`config.mk`:
```
export PLATFORM = sky130hd
export DESIGN_NAME = pc_fetch_unit_flat
export DESIGN_NICKNAME = d
export VERILOG_FILES = /design/src/rtl/pc_fetch_unit_pkg.sv /design/src/rtl/pc_fetch_unit_if.sv /design/src/rtl/pc_fetch_unit.sv /design/src/flat_wrapper.sv
export SDC_FILE = /design/constraint.sdc
export NUM_CORES = 1
export LEC_CHECK = 0
export BUFFER_PORTS_ARGS = -buffer_cell sky130_fd_sc_hd__buf_2
export CAP_MARGIN = 5
export CORE_AREA = 10 10 137 139
export DETAILED_ROUTE_END_ITERATION = 16
export DIE_AREA = 0 0 147 149
export PLACE_DENSITY = 0.52
export SLEW_MARGIN = 20
export SYNTH_ARGS = -nofsm -noshare
export SYNTH_HDL_FRONTEND = slang
export SYNTH_SLANG_ARGS = --single-unit
```
`constraint.sdc`:
```
create_clock -name clk -period 1.92 [get_ports clk]
set_clock_uncertainty 0.2 [all_clocks]
set_input_delay 0.192 -clock clk [delete_from_list [all_inputs] [get_ports clk]]
set_output_delay 0.192 -clock clk [all_outputs]
set_load 0.01 [all_outputs]
```
`src/rtl/pc_fetch_unit_pkg.sv`:
```
// pc_fetch_unit_pkg: shared constants for the PC fetch unit.
//   - pc_sel encodings (sequential / ALU target / JAL target / re-boot)
//   - FSM state encodings
//   - canonical NOP and the default reset PC
//   - align_word(): clears the byte-offset bits of a fetch target
package pc_fetch_unit_pkg;

  localparam logic [1:0] PC_SEL_SEQ  = 2'd0;
  localparam logic [1:0] PC_SEL_ALU  = 2'd1;
  localparam logic [1:0] PC_SEL_JAL  = 2'd2;
  localparam logic [1:0] PC_SEL_BOOT = 2'd3;

  localparam logic [1:0] ST_RESET    = 2'd0;
  localparam logic [1:0] ST_BOOT     = 2'd1;
  localparam logic [1:0] ST_RUN      = 2'd2;
  localparam logic [1:0] ST_REDIRECT = 2'd3;

  // Substituted downstream for any word flagged by kill_s1 (addi x0,x0,0).
  localparam logic [31:0] NOP_INSTR        = 32'h0000_0013;
  localparam logic [31:0] DEFAULT_RESET_PC = 32'h4000_0000;

  function automatic logic [31:0] align_word(input logic [31:0] a);
    return {a[31:2], 2'b00};
  endfunction

endpackage

```
`src/rtl/pc_fetch_unit_if.sv`:
```
// pc_fetch_unit_if: control/fetch bundle between the pipeline and the
// fetch unit.
//   pc_sel[1:0], alu_target[31:0], jal_target[31:0], stall : to fetch unit
//   imem_addr[31:0], pc_s1[31:0], fetch_valid, kill_s1,
//   redirect_cnt[31:0]                                     : from fetch unit
// Modports: slave = the fetch unit, master = the pipeline/controller.
interface pc_fetch_unit_if;
  logic [1:0]  pc_sel;
  logic [31:0] alu_target;
  logic [31:0] jal_target;
  logic        stall;
  logic [31:0] imem_addr;
  logic [31:0] pc_s1;
  logic        fetch_valid;
  logic        kill_s1;
  logic [31:0] redirect_cnt;

  modport master (
    output pc_sel, alu_target, jal_target, stall,
    input  imem_addr, pc_s1, fetch_valid, kill_s1, redirect_cnt
  );

  modport slave (
    input  pc_sel, alu_target, jal_target, stall,
    output imem_addr, pc_s1, fetch_valid, kill_s1, redirect_cnt
  );
endinterface

```
`src/rtl/pc_fetch_unit.sv`:
```
// pc_fetch_unit: program-counter generation for a synchronous-read IMEM.
// imem_addr is presented this cycle, the word comes back next cycle tagged
// with pc_s1 and either fetch_valid (real fetch) or kill_s1 (wrong path,
// replace with NOP).
// Ports:
//   clk         - clock, rising edge
//   rst         - asynchronous active-high reset
//   bus (slave) - pc_sel / targets / stall in; imem_addr, pc_s1,
//                 fetch_valid, kill_s1, redirect_cnt out
// Parameter RESET_PC: first fetch address after reset or re-boot.
// Optional feature: define PC_FETCH_REDIRECT_CNT_EN to build a 32-bit
// counter of taken redirects; otherwise redirect_cnt is tied to 0.
module pc_fetch_unit
  import pc_fetch_unit_pkg::*;
#(
  parameter logic [31:0] RESET_PC = DEFAULT_RESET_PC
) (
  input  logic             clk,
  input  logic             rst,
  pc_fetch_unit_if.slave   bus
);

  logic [1:0]  r_state;
  logic [31:0] r_imem_addr;
  logic [31:0] r_pc_s1;
  logic        r_fetch_valid;
  logic        r_kill_s1;

  logic        w_reboot;
  logic        w_redirect;
  logic [31:0] w_target;

  assign w_reboot   = (bus.pc_sel == PC_SEL_BOOT);
  assign w_redirect = (bus.pc_sel == PC_SEL_ALU) || (bus.pc_sel == PC_SEL_JAL);
  assign w_target   = align_word((bus.pc_sel == PC_SEL_ALU) ? bus.alu_target
                                                             : bus.jal_target);

  // Priority: leaving RESET always goes to BOOT (no fetch can be valid
  // before boot), then re-boot, then redirect (beats stall), then stall
  // hold, then sequential advance. The word returned next cycle is always
  // the one at the current r_imem_addr, hence pc_s1 <= r_imem_addr on
  // every move.
  always_ff @(posedge clk or posedge rst) begin
    if (rst) begin
      r_state       <= ST_RESET;
      r_imem_addr   <= RESET_PC;
      r_pc_s1       <= RESET_PC;
      r_fetch_valid <= 1'b0;
      r_kill_s1     <= 1'b1;
    end else if (r_state == ST_RESET) begin
      r_state       <= ST_BOOT;
      r_imem_addr   <= RESET_PC;
      r_fetch_valid <= 1'b0;
      r_kill_s1     <= 1'b1;
    end else if (w_reboot) begin
      r_state       <= ST_BOOT;
      r_pc_s1       <= r_imem_addr;
      r_imem_addr   <= RESET_PC;
      r_fetch_valid <= 1'b0;
      r_kill_s1     <= 1'b1;
    end else if (w_redirect) begin
      r_state       <= ST_REDIRECT;
      r_pc_s1       <= r_imem_addr;
      r_imem_addr   <= w_target;
      r_fetch_valid <= 1'b0;
      r_kill_s1     <= 1'b1;
    end else if (!bus.stall) begin
      // BOOT, RUN and REDIRECT all resolve to RUN on a plain advance.
      r_state       <= ST_RUN;
      r_pc_s1       <= r_imem_addr;
      r_imem_addr   <= r_imem_addr + 32'd4;
      r_fetch_valid <= 1'b1;
      r_kill_s1     <= 1'b0;
    end
  end

  assign bus.imem_addr   = r_imem_addr;
  assign bus.pc_s1       = r_pc_s1;
  assign bus.fetch_valid = r_fetch_valid;
  assign bus.kill_s1     = r_kill_s1;

`ifdef PC_FETCH_REDIRECT_CNT_EN
  logic [31:0] r_redirect_cnt;

  always_ff @(posedge clk or posedge rst) begin
    if (rst) begin
      r_redirect_cnt <= '0;
    end else if (r_state != ST_RESET) begin
      if (w_reboot)        r_redirect_cnt <= '0;
      else if (w_redirect) r_redirect_cnt <= r_redirect_cnt + 32'd1;
    end
  end

  assign bus.redirect_cnt = r_redirect_cnt;
`else
  assign bus.redirect_cnt = '0;
`endif

endmodule

```
`src/flat_wrapper.sv`:
```
// flat-port wrapper written by rule: the top's interface ports become plain ports
module pc_fetch_unit_flat import pc_fetch_unit_pkg::*;
#(
  parameter logic [31:0] RESET_PC = DEFAULT_RESET_PC
)
  (clk, rst, bus_pc_sel, bus_alu_target, bus_jal_target, bus_stall, bus_imem_addr, bus_pc_s1, bus_fetch_valid, bus_kill_s1, bus_redirect_cnt);
  pc_fetch_unit_if bus_i ();
  input  logic clk;
  input  logic rst;
  input wire logic [$bits(bus_i.pc_sel)-1:0] bus_pc_sel;
  input wire logic [$bits(bus_i.alu_target)-1:0] bus_alu_target;
  input wire logic [$bits(bus_i.jal_target)-1:0] bus_jal_target;
  input wire logic [$bits(bus_i.stall)-1:0] bus_stall;
  output wire logic [$bits(bus_i.imem_addr)-1:0] bus_imem_addr;
  output wire logic [$bits(bus_i.pc_s1)-1:0] bus_pc_s1;
  output wire logic [$bits(bus_i.fetch_valid)-1:0] bus_fetch_valid;
  output wire logic [$bits(bus_i.kill_s1)-1:0] bus_kill_s1;
  output wire logic [$bits(bus_i.redirect_cnt)-1:0] bus_redirect_cnt;
  assign bus_i.pc_sel = bus_pc_sel;
  assign bus_i.alu_target = bus_alu_target;
  assign bus_i.jal_target = bus_jal_target;
  assign bus_i.stall = bus_stall;
  assign bus_imem_addr = bus_i.imem_addr;
  assign bus_pc_s1 = bus_i.pc_s1;
  assign bus_fetch_valid = bus_i.fetch_valid;
  assign bus_kill_s1 = bus_i.kill_s1;
  assign bus_redirect_cnt = bus_i.redirect_cnt;
  pc_fetch_unit #(.RESET_PC(RESET_PC)) u_core (.clk(clk), .rst(rst), .bus(bus_i));
endmodule
```
-- Word level (Yosys, flattened, before mapping)
Cells that the tools add are included.
- register bits after elaboration: 68
- output and inout bits: 98
- reductions and logical operators: 3
- bitwise operators: 1
- equal/unequal tests: 5
- muxes and demuxes: 20
- add/subtract/negate cells: 1
- operators with widths (kind ; count):
    32-bit two-way mux ; 8
    32-bit by 3-bit adder with 32-bit output (second input constant) ; 1
    1-bit two-way mux ; 8
    2-bit two-way mux ; 4
    2-bit == test (second input constant) ; 2
    4-bit by 1-bit != test with 1-bit output (second input constant) ; 1
    3-bit by 1-bit != test with 1-bit output (second input constant) ; 1
    2-bit by 1-bit == test with 1-bit output (second input constant) ; 1
    2-bit zero test ; 1
    2-bit AND reduction ; 1
    1-bit logical OR ; 1
    1-bit NOT ; 1

-- Depth between registers and ports, before layout
Gate-level depths: netlist (run 1).
- depth in word-level cells: 5
- gate-level depth with buffers: 9

-- Worst setup path before layout (run 1)
OpenSTA, ideal clock, no wires.
- kind: reg2reg
- start: register u_core.r_imem_addr[2] (netlist: u_core.bus.imem_addr[2])
- end: register u_core.r_imem_addr[24] (netlist: u_core.bus.imem_addr[24])
- data arrival time: 1.652 ns
- data required time: 1.582 ns
- stages on the path, launching flop included: 7
- path slack: -0.070 ns
- period minus slack after synthesis: 1.990 ns
- buffers on the path: 0
- library setup time: 0.138 ns
- path through: dfrtp_1 > ha_1 > nand4_1 > nor4_1 > a211oi_1 > a31oi_1 > o221ai_1
- cells in the longest elaborated chain, start to end: 5
- ends and longest elaborated chain (element ; line ; source):
    start, declared ; pc_fetch_unit.sv:24 ; logic [31:0] r_imem_addr;
    start signal, assigned ; pc_fetch_unit.sv:64 ; r_imem_addr <= w_target;
    start signal, assigned ; pc_fetch_unit.sv:71 ; r_imem_addr <= r_imem_addr + 32'd4;
    32-bit by 3-bit adder with 32-bit output ; pc_fetch_unit.sv:71 ;
    32-bit two-way mux ; pc_fetch_unit.sv:67 ; end else if (!bus.stall) begin
    32-bit two-way mux ; pc_fetch_unit.sv:61 ; end else if (w_redirect) begin
    32-bit two-way mux ; pc_fetch_unit.sv:55 ; end else if (w_reboot) begin
    32-bit two-way mux ; pc_fetch_unit.sv:50 ; end else if (r_state == ST_RESET) begin
Every way passes these cells. The select of a mux whose other input is x is not followed.
A chain may end at the register's enable or synchronous reset.

-- Worst setup path in the final report (run 1)
- start: register u_core.r_imem_addr[2] (netlist: u_core.bus.imem_addr[2])
- end: register u_core.r_imem_addr[27] (netlist: u_core.bus.imem_addr[27])
The elaborated chain is that of the path after synthesis.

==> results of run 1 <==
[repair_timing]
item                       in CTS  in global routing
gates cloned                    0                  0
pin swaps                       7                 11
setup endpoints to repair      14                 37
hold endpoints to repair       63                  0
gates resized for setup         9                 33
setup buffers                   4                  6
hold buffers                    3                  0
[cell usage in the layout (no fill, tap or decap), types with 7 or more instances in the layout]
master     Yosys  routed
nand3_1       15      10
mux2_2        40      40
mux2i_1       22      22
buf_4         36      71
nor2_1        40      37
inv_1         14      13
a31oi_1        7       7
a21oi_1       25      22
o21ai_0       38      32
nand2_1       31      29
conb_1         1      36
dfrtp_1       61      57
buf_2         12     126
clkbuf_16      0       9
nand4_1        8       8
[metal layers]
layer  track usage, %  vias to the layer above  wire (um)
li1                 -                     1823          -
met1             15.0                     1842       6010
met2             22.8                      127       7260
met3             3.37                       16        934
met4             5.35                        0        257
met5                0                        -          0
[worst paths after layout]
| kind | start | endpoint | slack [ps] |
|---|---|---|---|
| min in group asynchronous | rst | u_core.bus.fetch_valid$_DFFE_PP0P_ | 300 |
| setup / recovery | u_core.bus.imem_addr[2]$_DFFE_PP0P_ | u_core.bus.imem_addr[27]$_DFFE_PP0P_ | 30 |
| max in group asynchronous | rst | u_core.bus.imem_addr[3]$_DFFE_PP0P_ | 900 |
| setup reg to reg | u_core.bus.imem_addr[2]$_DFFE_PP0P_ | u_core.bus.imem_addr[27]$_DFFE_PP0P_ | 30 |
| hold / removal | bus_alu_target[24] | u_core.bus.imem_addr[24]$_DFFE_PP0P_ | -2 |
| hold reg to reg | u_core.bus.pc_s1[6]$_DFFE_PP0P_ | u_core.bus.pc_s1[6]$_DFFE_PP0P_ | 300 |
[registers in the layout (all words and copies together), names as in the netlist]
name / cells
u_core.bus.kill_s1: 1
u_core.bus.imem_addr: 30
u_core.bus.fetch_valid: 1
u_core.bus.pc_s1: 30
u_core.r_state: 2
[power by group through the flow]
stage | Clock (W) | Combinational, W | Sequential, W
after floorplan | 0 | 0.000607 | 0.00190
after global placement | 0 | 0.00138 | 0.00177
after detailed placement | 0 | 0.00141 | 0.00178
after CTS | 0.00191 | 0.00144 | 0.00175
after global routing | 0.00196 | 0.00162 | 0.00180
final | 0.00188 | 0.00147 | 0.00176
[Yosys cell counts, types with 2 or more instances]
master	instances	share of area (%)
a21oi_1	25	3.2
a31oi_1	7	1.1
a41oi_1	4	0.89
and3_1	3	0.48
buf_2	12	1.5
buf_4	36	6.9
clkbuf_1	9	0.86
dfrtp_1	61	39
dfstp_2	3	2.0
ha_1	4	1.3
inv_1	14	1.3
mux2_2	40	11
mux2i_1	22	5.6
nand2_1	31	3.0
nand3_1	15	1.9
nand3_2	2	0.51
nand4_1	8	1.3
nor2_1	40	3.8
nor3_1	4	0.51
nor4_1	4	0.64
o211ai_1	2	0.38
o21ai_0	38	4.8
o221ai_1	3	0.67
o22ai_1	2	0.32
o311ai_1	2	0.45
or4_1	2	0.38
[stage by stage]
| step | cell area, um^2 | worst slack (ps) | hold slack (ps) | TNS (ps) |
|---|---|---|---|---|
| after floorplan | 4070 | -1.24 | 78.6 | -1.24 |
| after global placement | 5170 | -291 | 122 | -13230 |
| after detailed placement | 5170 | -348 | 129 | -14700 |
| after CTS | 5600 | 2.14 | 1.10 | 0 |
| after global routing | 5760 | -64.8 | 24.4 | -211 |
| final | 5760 | 30.4 | -1.73 | 0 |
[worst reg2reg max path: stages, from the launching register on]
cell     delay, ps
dfrtp_2        430
buf_6          130
nand3_4         70
nor3_2         170
buf_4          170
buf_4          120
nand3_2         50
or4_1          410
nand3_1         80
[layout make-up]
cell class	count	area [um^2]
multi-input cells	315	2150
clock buffers	14	274
repair buffers	209	1330
flip-flops and latches	64	1610
inverters	15	60.1
well taps	220	275
fillers	1737	10400
clock inverters	2	60.1
[cells by family (layout without fill, tap and decap cells)]
kind of cell             Yosys count  after routing  synth area share, %
multiplexers                      62             62                 17.1
flip-flops                        64             64                 40.9
AND/OR/NAND/NOR                  119            119                 15.0
AO/OA/AOI/OAI                     94             94                 14.4
adder cells (fa/ha/maj)            4              4                 1.28
buffers and inverters             74            240                 11.1
other                              1             36               0.0956
==> results.cfg, run 1 <==
[worst_setup_path]
slowest_stage = dfrtp_2
slowest_delay_ps = 430
path_cells = buf_6 -> nand3_4 -> nor3_2 -> buf_4 -> buf_4 -> nand3_2 -> or4_1 -> nand3_1
path_class = reg -> reg
cp-end-kind = register
cp_max_fo = 5
crit_required_ps = 2000
worst-path-buf-inv = 3
cp_common_cell = buf_4
cp.arrival_ps = 1970
r2r_cells = 8
critPathLaunchType = register
cp.depth = 8
cpLargestDelayFamily = simple AND/OR/NAND/NOR gates

[grt]
grt_pass1_wl_mm = 22.9
grt_antenna_before_repair = 0
grt_usage_pct = 13.1
grt_max_degree = 65
grt_pass1_vias = 4239
grt-ovfl-total = 0

[run_status]
status = finished with violations
violations = hold timing

[route]
wl_per_cell_um = 17.2
drc_errors = 0
vias = 3808
drtIter0Drc = 194
via_per_inst = 4.54
first_pass_iters = 4
ant_nets = 0
wirelength_mm = 14.5

[floorplanning]
start_util_pct = 24.3
pin_count = 167
dieArea_mm2 = 0.0219
die_w_um = 147
placementRows = 47
core-area_mm2 = 0.0162
fp.dieH_um = 149

[clock_tree]
cts_max_path_buffers = 2
clock_sinks = 64
cts_tree = built
clk_pin_slew_worst_paths_ps = 50
root_buffer = clkbuf_16
cts_buffers = 9
clk_latency_ps = 340
h-tree-depth = 3

[timing]
maxSlewViolCount = 0
worstMarginPinSlew_ps = 492
rsz0062_at_grt = true
hold_violations = 1
maxSlewHeadroom_pct = 66.9
holdWs_ps = -1.73
period_share_pct = 98.4
max_freq_ghz = 0.529
finalCriticalPeriod_ps = 1890
finalSetupViolCount = 0

[synth]
yosysSeqAreaShare_pct = 40.9
synth.avg_cell_area_um2 = 9.38
synth_ff_type = dfrtp_1
yosysUniqueCellTypes = 51
async_reset_ff_share_pct = 100
ys_ff_latch = 64
synth-edff-count = 0
synthCells = 418
yosys_warnings = 0
synth_area_mm2 = 0.00392

[power_and_ir_drop]
vdd_drop_max_mv = 0.442
intPower_w = 0.00352
power_density_mw_per_mm2 = 886
total_power_w = 0.00511
switchingPower_w = 0.00159
clockPowerShare_pct = 36.7
p_leak_nw = 2.76
sw_frac_of_total_pct = 31.1
seqPwrFrac_pct = 34.5
power_frac_comb_pct = 28.8

[placement]
portBuffers = 126
dp.cells = 811
place.detailed.hpwl_mm = 11.0
gp_congestion = 0.836

[min_path]
min_path_cells = 3
hold_class = in -> reg

[finish]
fin_cells = 839
syn_to_final_growth_pct = 46.8
drive_above_1_share_pct = 48.5
layout.nets = 687
antennaDiodeCount = 0
utilization_pct = 35.6

[flow_run]
drv_cap = 0
Power figures use the tool's default switching activity.
==> run 2, diff against run 1 <==
--- a/config.mk
+++ b/config.mk
@@ -5,12 +5,13 @@
 export SDC_FILE = /design/constraint.sdc
 export NUM_CORES = 1
 export LEC_CHECK = 0
-export BUFFER_PORTS_ARGS = -buffer_cell sky130_fd_sc_hd__buf_2
+export BUFFER_PORTS_ARGS = -buffer_cell sky130_fd_sc_hd__buf_4
 export CAP_MARGIN = 5
 export CORE_AREA = 10 10 137 139
 export DETAILED_ROUTE_END_ITERATION = 16
 export DIE_AREA = 0 0 147 149
 export PLACE_DENSITY = 0.52
+export REMOVE_ABC_BUFFERS = 1
 export SLEW_MARGIN = 20
 export SYNTH_ARGS = -nofsm -noshare
 export SYNTH_HDL_FRONTEND = slang
==> results.cfg, run 2 (synthesized netlist as in run 1, its figures left out) <==
[timing]
postLayoutSetupSlackWorst_ps = 7.71
max_freq_ghz = 0.523
hold_violations = 0
maxSlewViolCount = 0
finalCriticalPeriod_ps = 1910
finalSetupViolCount = 0
period_share_pct = 99.6
rsz0062_at_grt = true

[worst_setup_path]
slowest_stage = dfrtp_1
cp.arrival_ps = 1990
slowest_delay_ps = 390
path_class = reg -> reg
cp-end-kind = register
cp_common_cell = buf_4
crit_required_ps = 1990
path_cells = buf_6 -> nand3_4 -> nor3_2 -> buf_4 -> buf_4 -> nand3_1 -> o31ai_1 -> a221o_1
critPathLaunchType = register
cp_max_fo = 8

[finish]
final_common_cell = buf_4
layout_common_cells = 194 x buf_4, 59 x dfrtp_1, 40 x mux2_2
multiInputGateArea_mm2 = 0.00210
fillers = 1668
layout.nets = 690
drive_above_1_share_pct = 46.2
seqCellArea_mm2 = 0.00161
syn_to_final_growth_pct = 53.2
antennaDiodeCount = 0

[clock_tree]
cts_buffers = 9
clk_pin_slew_worst_paths_ps = 50
root_buffer = clkbuf_16
clock_sinks = 64
clk_latency_ps = 340
cts_tree = built
cts_max_path_buffers = 2
h-tree-depth = 3

[power_and_ir_drop]
p_leak_nw = 2.85
power_density_mw_per_mm2 = 813
total_power_w = 0.00489
vdd_drop_max_mv = 0.382

[run_status]
status = complete, no violations

[route]
vias = 3810
drtIter0Drc = 242
wirelength_mm = 14.4
ant_nets = 0
drc_errors = 0
via_per_inst = 4.54
first_pass_iters = 4
wl_per_cell_um = 17.1

[grt]
grt_antenna_before_repair = 0
grt_usage_pct = 13.0
grt-ovfl-total = 0
grt_pass1_wl_mm = 22.5
grt_max_degree = 65
grt_pass1_vias = 4109

[placement]
place.detailed.hpwl_mm = 11.0
gp_congestion = 0.845
portBuffers = 126
place_ws_ps = -293

[flow_run]
drv_cap = 0

[floorplanning]
pin_count = 167
fp.dieH_um = 149
dieArea_mm2 = 0.0219
placementRows = 47
die_w_um = 147
start_util_pct = 24.3
core-area_mm2 = 0.0162

[min_path]
hold_class = in -> reg
-- run 2: changes by cell type in the layout (fill, tap and decap cells not counted), sizes merged --
cell,change
dlygate4sd3,+3
bufinv,-2
clkbuf,-2
clkinv,+1
clkinvlp,-1
inv,+1
-- run 2: critical path: cells and delay by family (launching register included) --
family	cells	cell delay (ps)
buf+inv	3	440
compound gates	2	440
flops	1	390
simple gates	3	370
-- run 2: layer usage --
metal  global-route usage (%)  vias to the layer above  share of wire [%]
met4                     4.36                        0                1.7
met2                     21.3                      124                 48
met1                     15.8                     1842                 45
met5                        0                        -                  0
li1                         -                     1829                  -
met3                     4.10                       15                6.0
-- run 2: cell type report --
| type | instances | share of cell area, % |
|---|---|---|
| Sequential cell | 64 | 26.8 |
| Timing Repair Buffer | 212 | 28.4 |
| Inverter | 15 | 0.937 |
| Clock buffer | 12 | 4.27 |
| Multi-Input combinational cell | 315 | 35.0 |
| Tap cell | 220 | 4.58 |
| Clock inverter | 1 | 0.0833 |
-- run 2: final timing paths --
check                                                          from                                    to  slack (ps)  depth (start not counted)
min in group asynchronous                                       rst  u_core.bus.imem_addr[19]$_DFFE_PP0P_         290                          4
worst max-delay path            u_core.bus.imem_addr[3]$_DFFE_PP0P_  u_core.bus.imem_addr[25]$_DFFE_PP0P_           8                          8
worst min-delay path                             bus_jal_target[28]  u_core.bus.imem_addr[28]$_DFFE_PP0P_           8                          3
worst max register to register  u_core.bus.imem_addr[3]$_DFFE_PP0P_  u_core.bus.imem_addr[25]$_DFFE_PP0P_           8                          8
worst min register to register      u_core.bus.pc_s1[3]$_DFFE_PP0P_       u_core.bus.pc_s1[3]$_DFFE_PP0P_         300                          1
max in group asynchronous                                       rst        u_core.bus.kill_s1$_DFFE_PP1P_         900                          4
-- run 2: metrics by stage --
stage | utilization, % | instance area, um^2 | TNS [ps] | cells | hold slack (ps)
after floorplan | - | 3670 | -56390 | 394 | 78.6
after global placement | 34.1 | 5520 | -8340 | 811 | 108
after detailed placement | 34.1 | 5520 | -9490 | 811 | 111
after CTS | 36.3 | 5880 | 0 | 834 | 4.25
after global routing | 37.2 | 6010 | -362 | 839 | 38.0
final | 37.2 | 6010 | 0 | 839 | 8.09
-- run 2: repair_timing --
action                                  in CTS  in global routing
hold buffers                                 6                  0
gates resized for setup                      2                 26
pin swaps                                    3                  6
endpoints found under the hold margin       65                  0
buffers inserted                             4                  5
endpoints found under the setup margin       5                 18
-- run 2: power by group --
part           internal (W)  switching (W)
registers           0.00159       0.000166
clock network      0.000919       0.000576
logic              0.000852       0.000786
total               0.00336        0.00153
==> run 3, diff against run 2 <==
--- a/config.mk
+++ b/config.mk
@@ -10,6 +10,7 @@
 export CORE_AREA = 10 10 137 139
 export DETAILED_ROUTE_END_ITERATION = 16
 export DIE_AREA = 0 0 147 149
+export GPL_TIMING_DRIVEN = 0
 export PLACE_DENSITY = 0.52
 export REMOVE_ABC_BUFFERS = 1
 export SLEW_MARGIN = 20
==> constraint.sdc (replaced) <==
create_clock -name clk -period 1.92 [get_ports clk]
set_clock_uncertainty 0.2 [all_clocks]
set_input_delay 0.576 -clock clk [delete_from_list [all_inputs] [get_ports clk]]
set_output_delay 0.576 -clock clk [all_outputs]
set_load 0.01 [all_outputs]
==> results.cfg, run 3 (synthesized netlist as in run 1, its figures left out) <==
[run_status]
status = finished with violations
violations = setup timing

[worst_setup_path]
worst-path-buf-inv = 2
path_class = in -> reg
cp.arrival_ps = 2160
path_cells = buf_12 -> inv_4 -> ha_4 -> or4b_4 -> or4_4 -> nand3_2
cp-end-kind = register
cpLargestDelayFamily = simple AND/OR/NAND/NOR gates
crit_required_ps = 1990
cp_max_fo = 8
slowest_stage = or4b_4
r2r_slack_ps = -70
critPathLaunchType = input pin
slowest_delay_ps = 630

[clock_tree]
clk_latency_ps = 340
root_buffer = clkbuf_16
h-tree-depth = 3
clock_sinks = 64
cts_buffers = 9
clk_pin_slew_worst_paths_ps = 50
cts_tree = built
cts_max_path_buffers = 2

[placement]
place.detailed.hpwl_mm = 10.0
portBuffers = 126
dp.cells = 743
gp_congestion = 0.832
place_ws_ps = -1940

[finish]
layout.nets = 657
fillers = 1642
final_common_cell = buf_4
utilization_pct = 37.1
multiInputGateArea_mm2 = 0.00229
seqCellArea_mm2 = 0.00162
antennaDiodeCount = 0
layout_common_cells = 159 x buf_4, 46 x dfrtp_1, 40 x mux2_2
syn_to_final_growth_pct = 53.1
fin_cells = 809
drive_above_1_share_pct = 50.3

[route]
via_per_inst = 4.73
drtIter0Drc = 204
first_pass_iters = 4
vias = 3823
drc_errors = 0
wirelength_mm = 15.2
wl_per_cell_um = 18.8
ant_nets = 0

[floorplanning]
fp.dieH_um = 149
die_w_um = 147
start_util_pct = 24.3
dieArea_mm2 = 0.0219
pin_count = 167
placementRows = 47
core-area_mm2 = 0.0162

[grt]
grt_pass1_vias = 4013
grt_usage_pct = 13.5
grt_pass1_wl_mm = 22.9
grt-ovfl-total = 0
grt_antenna_before_repair = 0
grt_max_degree = 36

[timing]
max_freq_ghz = 0.478
worstMarginPinSlew_ps = 842
maxSlewViolCount = 0
tns_ps = -3390
period_share_pct = 109
finalCriticalPeriod_ps = 2090
maxSlewHeadroom_pct = 43.8
rsz0062_at_grt = true
postLayoutSetupSlackWorst_ps = -172
hold_violations = 0
finalSetupViolCount = 52

[power_and_ir_drop]
vdd_drop_max_mv = 0.434
p_leak_nw = 2.75
power_density_mw_per_mm2 = 828

[flow_run]
drv_cap = 0

[min_path]
hold_class = in -> async
-- run 3: cell types whose count changed in the layout (fill, tap and decap cells not counted), sizes merged --
cell and change:
or4b +2, clkbuf +3, or3b +1, dlygate4sd3 -6, buf -30
-- run 3: where the power goes --
group | switching, W | total (W) | internal (W)
clock network | 0.000600 | 0.00154 | 0.000944
logic | 0.000765 | 0.00160 | 0.000833
registers | 0.000237 | 0.00183 | 0.00159
total | 0.00160 | 0.00497 | 0.00337
-- run 3: final cells by class --
type / instances / share of cell area, %
multi-input cells: 318 / 38.2
flip-flops and latches: 64 / 27.0
repair buffers: 176 / 24.5
well taps: 220 / 4.58
clock buffers: 15 / 4.46
inverters: 15 / 1.15
clock inverters: 1 / 0.0833
-- run 3: metrics by stage --
stage / area, um^2 / hold WS (ps) / power [W]
5_1_grt: 6010 / 81.0 / 0.00526
3_5_place_dp: 4990 / 297 / 0.00316
3_3_place_gp: 4890 / 292 / 0.00311
6_report: 6010 / 54.6 / 0.00497
2_1_floorplan: 3670 / 309 / 0.00242
4_1_cts: 5810 / 55.9 / 0.00494
-- run 3: final timing paths --
path                                                          start                              endpoint  cells after the start
worst min register to register     u_core.bus.pc_s1[12]$_DFFE_PP0P_      u_core.bus.pc_s1[12]$_DFFE_PP0P_                      1
worst max-delay path                                  bus_pc_sel[0]  u_core.bus.imem_addr[27]$_DFFE_PP0P_                      6
worst min-delay path                                            rst      u_core.bus.pc_s1[19]$_DFFE_PP0P_                      2
max in group asynchronous                                       rst   u_core.bus.imem_addr[9]$_DFFE_PP0P_                      3
min in group clk                                          bus_stall    u_core.bus.fetch_valid$_DFFE_PP0P_                      2
worst max register to register  u_core.bus.imem_addr[6]$_DFFE_PP0P_  u_core.bus.imem_addr[27]$_DFFE_PP0P_                      7
-- run 3: what timing repair did --
action                     4_1_cts  5_1_grt
pin swaps                       23       19
cloned                           4        0
setup endpoints to repair       61       59
resized for setup               69       40
hold buffers                     0        0
buffers inserted                36       10
-- run 3: metal layers --
| metal | global-route usage [%] | wire [um] |
|---|---|---|
| met1 | 16.1 | 6510 |
| met4 | 5.10 | 224 |
| met2 | 23.0 | 7580 |
| met3 | 3.28 | 897 |
| met5 | 0 | 0 |
